--- src/rtl/pi_spi_link_pkg.sv ---
// Shared PiBus types, region codes and FSM encoding for the MCU SPI link.
package pi_spi_link_pkg;

  typedef struct packed {
    logic ce_prg;
    logic ce_chr;
    logic ce_srm;
    logic ce_cfg;
    logic ce_fifo;
    logic ce_sst;
  } PiMap;

  typedef struct packed {
    logic [31:0] addr;
    logic [7:0]  dato;
    logic        we;
    logic        oe;
    logic        act;
    PiMap        map;
  } PiBus;

  localparam logic [7:0] PI_REG_PRG  = 8'h00;
  localparam logic [7:0] PI_REG_CHR  = 8'h01;
  localparam logic [7:0] PI_REG_SRM  = 8'h02;
  localparam logic [7:0] PI_REG_CFG  = 8'h08;
  localparam logic [7:0] PI_REG_FIFO = 8'h09;
  localparam logic [7:0] PI_REG_SST  = 8'h0A;
  localparam int         PI_CMD_RD   = 0;

  typedef enum logic [2:0] {
    ST_IDLE, ST_CMD, ST_ADDR, ST_WDATA, ST_RDUMMY, ST_RDATA
  } pi_state_e;

  function automatic PiMap pi_map_decode(input logic [7:0] region);
    PiMap m;
    m = '0;
    case (region)
      PI_REG_PRG:  m.ce_prg  = 1'b1;
      PI_REG_CHR:  m.ce_chr  = 1'b1;
      PI_REG_SRM:  m.ce_srm  = 1'b1;
      PI_REG_CFG:  m.ce_cfg  = 1'b1;
      PI_REG_FIFO: m.ce_fifo = 1'b1;
      PI_REG_SST:  m.ce_sst  = 1'b1;
      default:     m = '0;
    endcase
    return m;
  endfunction

endpackage

--- src/rtl/pi_spi_link_sync.sv ---
// Pin synchroniser; level and edge pulses share one extra flop so they stay aligned.
module spi_sync #(
  parameter int SYNC_LEN = 2,
  parameter bit EDGE     = 1'b1
) (
  input  logic clk,
  input  logic rst,
  input  logic i_pin,
  output logic o_lvl,
  output logic o_rise,
  output logic o_fall
);

  logic [SYNC_LEN-1:0] r_sync;
  logic                r_lvl;

  always_ff @(posedge clk or posedge rst) begin
    if (rst) begin
      r_sync <= '0;
      r_lvl  <= 1'b0;
    end else begin
      r_sync <= {r_sync[SYNC_LEN-2:0], i_pin};
      r_lvl  <= r_sync[SYNC_LEN-1];
    end
  end

  assign o_lvl = r_lvl;

  generate
    if (EDGE) begin : g_edge
      logic r_rise, r_fall;
      always_ff @(posedge clk or posedge rst) begin
        if (rst) begin
          r_rise <= 1'b0;
          r_fall <= 1'b0;
        end else begin
          r_rise <= r_sync[SYNC_LEN-1] & ~r_lvl;
          r_fall <= ~r_sync[SYNC_LEN-1] & r_lvl;
        end
      end
      assign o_rise = r_rise;
      assign o_fall = r_fall;
    end else begin : g_lvl
      assign o_rise = 1'b0;
      assign o_fall = 1'b0;
    end
  endgenerate

endmodule

--- src/rtl/pi_spi_link.sv ---
// SPI-slave (mode 0) to PiBus bridge: header decode, auto-increment, prefetched reads.
module pi_spi_link
  import pi_spi_link_pkg::*;
#(
  parameter int SYNC_LEN = 2,
  parameter int RD_LAT   = 2
) (
  input  logic       clk,
  input  logic       rst,
  input  logic       spi_clk,
  input  logic       spi_ss,
  input  logic       spi_mosi,
  output logic       spi_miso,
  input  logic [7:0] dati,
  output PiBus       pi
);

  logic w_sck_lvl, w_sck_rise, w_sck_fall;
  logic w_ss_lvl, w_ss_rise, w_ss_fall;
  logic w_mosi, w_mosi_rise, w_mosi_fall;
  logic w_unused;

  spi_sync #(.SYNC_LEN(SYNC_LEN), .EDGE(1'b1)) u_sck (
    .clk(clk), .rst(rst), .i_pin(spi_clk),
    .o_lvl(w_sck_lvl), .o_rise(w_sck_rise), .o_fall(w_sck_fall));
  spi_sync #(.SYNC_LEN(SYNC_LEN), .EDGE(1'b1)) u_ss (
    .clk(clk), .rst(rst), .i_pin(spi_ss),
    .o_lvl(w_ss_lvl), .o_rise(w_ss_rise), .o_fall(w_ss_fall));
  spi_sync #(.SYNC_LEN(SYNC_LEN), .EDGE(1'b0)) u_mosi (
    .clk(clk), .rst(rst), .i_pin(spi_mosi),
    .o_lvl(w_mosi), .o_rise(w_mosi_rise), .o_fall(w_mosi_fall));

  assign w_unused = ^{w_sck_lvl, w_ss_rise, w_mosi_rise, w_mosi_fall};

  pi_state_e       r_state, w_state_nxt;
  logic [2:0]      r_bitcnt;
  logic [6:0]      r_shift;
  logic [1:0]      r_acnt;
  logic [23:0]     r_hdr;
  logic            r_rd;
  logic [31:0]     r_addr;
  logic [7:0]      r_dato, r_tx, r_txbuf;
  logic            r_we, r_oe, r_adv;
  logic [RD_LAT:1] r_oe_pipe;
  logic            w_byte_done, w_act, w_rd_bnd;
  logic [7:0]      w_byte;

  assign w_byte_done = w_sck_rise && (r_bitcnt == 3'd7) && (r_state != ST_IDLE);
  assign w_byte      = {r_shift, w_mosi};
  assign w_rd_bnd    = w_byte_done && (r_state == ST_RDUMMY || r_state == ST_RDATA);

  always_ff @(posedge clk or posedge rst) begin
    if (rst) r_state <= ST_IDLE;
    else     r_state <= w_state_nxt;
  end

  // A new frame needs a fresh ss falling edge, so a reset mid-frame drops the rest.
  always_comb begin
    w_state_nxt = r_state;
    if (r_state == ST_IDLE) begin
      if (w_ss_fall) w_state_nxt = ST_CMD;
    end else if (w_ss_lvl) begin
      w_state_nxt = ST_IDLE;
    end else if (w_byte_done) begin
      case (r_state)
        ST_CMD:    w_state_nxt = ST_ADDR;
        ST_ADDR:   if (r_acnt == 2'd3) w_state_nxt = r_rd ? ST_RDUMMY : ST_WDATA;
        ST_RDUMMY: w_state_nxt = ST_RDATA;
        default:   w_state_nxt = r_state;
      endcase
    end
  end

  always_comb begin
    w_act       = (r_state != ST_IDLE);
    pi          = '0;
    pi.addr     = r_addr;
    pi.dato     = r_dato;
    pi.we       = r_we;
    pi.oe       = r_oe;
    pi.act      = w_act;
    pi.map      = w_act ? pi_map_decode(r_addr[31:24]) : '0;
    spi_miso    = w_act ? r_tx[7] : 1'b1;
  end

  always_ff @(posedge clk or posedge rst) begin
    if (rst) begin
      r_bitcnt  <= '0;
      r_shift   <= '0;
      r_acnt    <= '0;
      r_hdr     <= '0;
      r_rd      <= 1'b0;
      r_addr    <= '0;
      r_dato    <= '0;
      r_tx      <= 8'hFF;
      r_txbuf   <= 8'hFF;
      r_we      <= 1'b0;
      r_oe      <= 1'b0;
      r_adv     <= 1'b0;
      r_oe_pipe <= '0;
    end else begin
      r_we  <= 1'b0;
      r_oe  <= 1'b0;
      r_adv <= 1'b0;

      r_oe_pipe[1] <= r_oe;
      for (int i = 2; i <= RD_LAT; i++) r_oe_pipe[i] <= r_oe_pipe[i-1];
      if (r_oe_pipe[RD_LAT]) r_txbuf <= dati;

      if (r_state == ST_IDLE || w_ss_lvl) r_bitcnt <= '0;
      else if (w_sck_rise) begin
        r_bitcnt <= r_bitcnt + 3'd1;
        r_shift  <= {r_shift[5:0], w_mosi};
      end

      if (r_state == ST_IDLE) r_acnt <= '0;

      if (w_we_or_adv()) r_addr <= r_addr + 32'd1;

      if (w_byte_done) begin
        case (r_state)
          ST_CMD:  r_rd <= w_byte[PI_CMD_RD];
          ST_ADDR: begin
            r_hdr  <= {r_hdr[15:0], w_byte};
            r_acnt <= r_acnt + 2'd1;
            if (r_acnt == 2'd3) begin
              r_addr <= {r_hdr, w_byte};
              r_oe   <= r_rd;
            end
          end
          ST_WDATA: begin
            r_dato <= w_byte;
            r_we   <= 1'b1;
          end
          ST_RDUMMY, ST_RDATA: r_adv <= 1'b1;
          default: ;
        endcase
      end
      // Prefetch for the next byte once the address has moved on.
      if (r_adv) r_oe <= 1'b1;

      // Skip the shift on the falling edge right after a byte boundary: bit7 is already out.
      if (r_state == ST_IDLE)                        r_tx <= 8'hFF;
      else if (w_rd_bnd)                             r_tx <= r_txbuf;
      else if (w_sck_fall && r_bitcnt != 3'd0)       r_tx <= {r_tx[6:0], 1'b1};
    end
  end

  function automatic logic w_we_or_adv();
    return r_we | r_adv;
  endfunction

endmodule

--- config.mk ---
export PLATFORM = sky130hd
export DESIGN_NAME = pi_spi_link
export DESIGN_NICKNAME = d
export VERILOG_FILES = /design/src/rtl/pi_spi_link_pkg.sv /design/src/rtl/pi_spi_link_sync.sv /design/src/rtl/pi_spi_link.sv
export SDC_FILE = /design/constraint.sdc
export NUM_CORES = 1
export LEC_CHECK = 0
export CORE_MARGIN = 10
export CORE_UTILIZATION = 40
export CTS_CLUSTER_SIZE = 20
export DETAILED_ROUTE_END_ITERATION = 8
export SLEW_MARGIN = 0
export SYNTH_ARGS = -nofsm -noshare
export SYNTH_HDL_FRONTEND = slang
export SYNTH_SLANG_ARGS = --single-unit
--- constraint.sdc ---
create_clock -name clk -period 8.8 [get_ports clk]
set_input_delay 1.76 -clock clk [delete_from_list [all_inputs] [get_ports clk]]
set_output_delay 1.76 -clock clk [all_outputs]
set_load 0.03 [all_outputs]
==> results of run 1 <==
## report_power, final
part	total (mW)	switching (mW)	internal [mW]
Clock	0.634	0.220	0.414
Combinational	0.0279	0.0167	0.0112
Sequential	0.536	0.00827	0.527
Total	1.20	0.245	0.953
## state kept, by name, indices dropped and copies added (netlist names), 3 cells and up
register  count
r_addr       32
r_hdr        24
r_dato        8
r_tx          8
r_txbuf       8
r_shift       7
r_bitcnt      3
r_state       3
## area by class of cell
type	instances	area share (%)
sequential	113	45.4
multi-input combinational	296	31.6
clock inverter	7	0.957
timing repair buffer	66	10.4
clock buffer	25	7.89
inverter	7	0.458
tap	168	3.35
## Yosys cell counts, types with 5 or more instances
library cell,instances
a21oi_1,32
a31oi_1,8
and3_1,9
buf_2,8
buf_4,5
clkbuf_1,9
dfrtp_1,97
dfstp_2,16
ha_1,5
inv_1,6
mux2_2,49
mux2i_1,5
nand2_1,35
nand3_1,17
nand4_1,10
nor2_1,57
nor3_1,10
xor2_1,28
## worst register-to-register path, delay by kind of cell (launching register included)
kind / cells / cell delay (ns)
AO/OA/AOI/OAI: 1 / 0.06
adder cells (fa/ha/maj): 2 / 0.41
buffers and inverters: 1 / 0.36
flip-flops: 1 / 0.38
AND/OR/NAND/NOR: 4 / 1.37
## layer usage
metal | GRT usage (%) | vias up | share of wire [%]
li1 | - | 1644 | -
met1 | 15.1 | 1695 | 43
met2 | 21.4 | 69 | 50
met3 | 4.00 | 20 | 4.6
met4 | 5.50 | 0 | 2.1
met5 | 0 | - | 0
## final timing paths
kind,end,cells after the start,from
worst max-delay path,spi_miso,4,r_state[2]
worst min-delay path,u_sck.r_sync[1],0,u_sck.r_sync[0]
worst max register to register,r_addr[24],8,r_bitcnt[0]
worst min register to register,u_sck.r_sync[1],0,u_sck.r_sync[0]
max in group asynchronous,r_dato[5],3,rst
min in group asynchronous,r_addr[25],2,rst
## cell families (layout without fill, tap and decap cells)
| kind of cell | after synthesis | count (layout) | synth area share (%) |
|---|---|---|---|
| AND/OR/NAND/NOR | 154 | 154 | 15.0 |
| multiplexers | 54 | 54 | 12.1 |
| flip-flops | 113 | 113 | 57.4 |
| buffers and inverters | 29 | 105 | 2.77 |
| AO/OA/AOI/OAI | 52 | 52 | 6.00 |
| XOR/XNOR | 31 | 31 | 5.47 |
| adder cells (fa/ha/maj) | 5 | 5 | 1.26 |
## through the flow
step	hold slack [ns]	std cells
finish	0.345	682
global route	0.355	682
CTS	0.347	682
detailed placement	0.335	650
global placement	0.333	650
floorplan	0.331	438
==> flow_summary.toml, run 1 <==
[status]
status = "finished clean"

[clock_network]
hold_buffers = 0
cts_max_level = 4
clkTransAtPathRegs_ns = 0.05
cts_setup_buffers = 0
clk_path_buf_depth = 2
clock_latency_ns = 0.40
tritoncts = "yes"
clock_sinks = 113
clock_tree.root_cell = "clkbuf_16"
cts_buffers = 17
cts-resized-gates = 0

[synth]
yosysTopAreaCell = "dfrtp_1"
synthArstFlopShare_pct = 100
ys_seq_area_share_pct = 57.4
synth_edf_count = 0
synth_cell_types = 41
synthTopCellsByArea = "dfrtp_1, mux2_2, dfstp_2"
syn-cell-area_um2 = 4960
ys.flop_type = "dfrtp_1"
synth_area_per_cell_um2 = 11.3
synthCells = 438
synth_top_area_share_pct = 48.9
synth_warnings = 0
syn_nets = 456
ys_ff_latch = 113

[power_and_ir_drop]
power_mw = 1.20
p_per_area_nw_per_um2 = 191
p_leak_nw = 2.94
irDropWorstVdd_v = 0.0000921

[sta]
slew_headroom_pct = 23.4
finalMaxSlewViolations = 0
rsz0062_at_grt = "no"
finalWorstSetupSlack_ns = 4.54
fmax_mhz = 235
finalSetupViolations = 0
finClkSkew_ns = 0.00664
hold_violations = 0
worstMarginPinSlew_ns = 1.15
tns_ns = 0
fin_crit_ns = 4.26
fin_crit_sh_pct = 48.4

[die]
die_x_um = 131
dieArea_um2 = 17300
start_util_pct = 41.2
core_area_um2 = 12100
fp-row-count = 40
io_pins = 63
die_height_um = 131

[worst_setup_path]
slowest_delay_ns = 0.67
critical_path_arrival_ns = 2.50
crit_buf_inv = 2
rrSetupSlack_ns = 6.04
path_max_fanout = 9
crit_slowest_cell = "clkdlybuf4s50_1"
cp.required_ns = 7.04
cp_top_family = "buffers and inverters"
cp_cell_sequence = "nor3_2 -> inv_1 -> nand2b_1 -> clkdlybuf4s50_1"
startpoint_type = "register"
crit_type = "reg -> out"
cp-end-kind = "primary output"

[run]
drv_cap = 0

[drt]
ant_nets = 0
routed_wl_um = 10800
drt-pass1-iter-count = 4
vias = 3428
drt_iter0_drc = 246
drc_errors = 0
route.detailed.wl_per_inst_um = 15.9
viasPerCell = 5.03

[layout]
most-common-layout-cells = "dfrtp_1, clkdlybuf4s50_1, nor2_1"
utilization_pct = 52.1
ff_latch_area_um2 = 2850
mostFrequentLayoutCell = "dfrtp_1"
layout-area-overhead-vs-synth_pct = 26.5
drive_gt1_share_pct = 21.0
multi_input_area_um2 = 1990
num_antenna_cells = 0
design_area_um2 = 6280
fillCellCount = 1101
fin_nets = 519

[grt]
grt_pass1_vias = 3579
grt_usage_pct = 12.9
grt_max_degree = 72
antenna_found_initial = 0
grt_overflow = 0
grt_first_pass_wirelength_um = 18300

[hold_path]
worstHoldPathType = "reg -> reg"

[place]
io_buffers = 62
place_area_um2 = 5720
dp_hpwl_um = 7400
gp_congestion = 0.804
dp_slack_ns = 4.96
(Power assumes the default switching activity.)
==> run 2: changes to the inputs <==
clock period = 3.4 ns   (was 8.8 ns; I/O delays follow)
==> flow_summary.toml, run 2 (same netlist as run 1, synthesis figures left out) <==
[layout]
layout-area-overhead-vs-synth_pct = 26.0
drive_gt1_share_pct = 20.8
design_area_um2 = 6250
final_cells = 683
most-common-layout-cells = "dfrtp_1, clkdlybuf4s50_1, nor2_1"
mostFrequentLayoutCell = "dfrtp_1"
top_register = "r_addr"
fillCellCount = 1060
num_antenna_cells = 0
utilization_pct = 51.9
fin_nets = 520
largestRegisters = "r_addr: 32 flops, r_hdr: 24 flops"
largest_reg_flops = 32

[worst_setup_path]
startpoint_type = "register"
crit_buf_inv = 2
r2r-start = "r_bitcnt[0]"
cp.required_ns = 2.72
path_max_fanout = 9
cp_top_family = "buffers and inverters"
rrSetupSlack_ns = 1.22
r2r_cells = 8
slowest_delay_ns = 0.67
cp_cell_sequence = "nor3_2 -> inv_1 -> nand2b_1 -> clkdlybuf4s50_1"
critical_path_arrival_ns = 2.50
crit_type = "reg -> out"
worstReg2RegEnd = "r_addr[8]"
crit_slowest_cell = "clkdlybuf4s50_1"
cp-end-kind = "primary output"

[sta]
fmax_mhz = 315
worstMarginPinSlew_ns = 0.653
fin_crit_ns = 3.18
hold_violations = 0
tns_ns = 0
finalMaxSlewViolations = 0
rsz0062_at_grt = "no"
whs_ns = 0.345
finClkSkew_ns = 0.00769
fin_crit_sh_pct = 93.5
slew_headroom_pct = 56.2
finalSetupViolations = 0

[die]
die_height_um = 131
core_area_um2 = 12100
io_pins = 63
fp-row-count = 40
start_util_pct = 41.2
dieArea_um2 = 17300
die_x_um = 131

[clock_network]
clk_path_buf_depth = 2
clock_tree.root_cell = "clkbuf_16"
clock_sinks = 113
hold_buffers = 0
cts_max_level = 4
cts-resized-gates = 0
clock_latency_ns = 0.40
clkTransAtPathRegs_ns = 0.05
tritoncts = "yes"
cts_buffers = 17
cts_setup_buffers = 0

[grt]
grt_first_pass_wirelength_um = 17700
grt_usage_pct = 12.5
grt_overflow = 0
antenna_found_initial = 0
grt_pass1_vias = 3507
grt_max_degree = 114

[hold_path]
worstHoldPathType = "reg -> reg"
whs_endpoint = "u_mosi.o_lvl"
holdCritStartpoint = "u_mosi.r_sync[1]"
hold_depth = 0

[power_and_ir_drop]
p_leak_nw = 2.92
p_int_mw = 2.35
clock_power_share_pct = 51.0
p_per_area_nw_per_um2 = 477
seqPwrFrac_pct = 46.5
irDropWorstVdd_v = 0.000226
p_switching_mw = 0.629
power_frac_comb_pct = 2.5
power.share.switching_pct = 21.1

[drt]
route.detailed.wl_per_inst_um = 15.5
ant_nets = 0
drc_errors = 0
routed_wl_um = 10600
viasPerCell = 5.05
drt_iter0_drc = 219
drt-pass1-iter-count = 4
vias = 3450

[place]
dp_hpwl_um = 7210
io_buffers = 62
place_inst = 651
place_area_um2 = 5740
gp_congestion = 0.791

[status]
status = "finished clean"

[run]
drv_cap = 0
## run 2: cell type report
type                            count  area (µm²)  share of cell area [%]
Sequential cell                   113        2850                    45.5
Multi-Input combinational cell    296        1990                    31.7
Timing Repair Buffer               67         671                    10.7
Clock buffer                       25         475                    7.60
Tap cell                          168         210                    3.36
Clock inverter                      7        35.0                   0.560
Inverter                            7        30.0                   0.480
## run 2: worst max path at each step
stage / start / endpoint / slack [ns] / depth (start not counted)
detailed placement: r_state[2] / spi_miso / 0.61 / 4
finish: r_state[2] / spi_miso / 0.22 / 4
CTS: r_state[2] / spi_miso / 0.19 / 4
global route: r_state[2] / spi_miso / 0.05 / 4
global placement: r_state[2] / spi_miso / 0.69 / 4
floorplan: r_addr[28] / pi[2] / 0.66 / 2
## run 2: power by group through the flow
stage / Combinational, mW / Sequential (mW) / Clock [mW]
after detailed placement: 0.0768 / 1.41 / 0
after global routing: 0.0840 / 1.39 / 1.62
after CTS: 0.0773 / 1.38 / 1.56
after floorplan: 0.0513 / 1.39 / 0
final: 0.0743 / 1.39 / 1.52
after global placement: 0.0752 / 1.41 / 0
## run 2: per-stage QoR
| stage | power (mW) | setup WS (ns) |
|---|---|---|
| after floorplan | 1.45 | 0.659 |
| final | 2.98 | 0.222 |
| after global placement | 1.48 | 0.690 |
| after detailed placement | 1.48 | 0.615 |
| after CTS | 3.02 | 0.185 |
| after global routing | 3.09 | 0.0461 |
## run 2: per-layer routing
| metal | GRT usage [%] | share of wire [%] | up-vias |
|---|---|---|---|
| li1 | - | - | 1656 |
| met5 | 0 | 0 | - |
| met4 | 5.69 | 1.5 | 0 |
| met3 | 4.23 | 4.8 | 16 |
| met2 | 19.6 | 49 | 69 |
| met1 | 15.1 | 45 | 1709 |
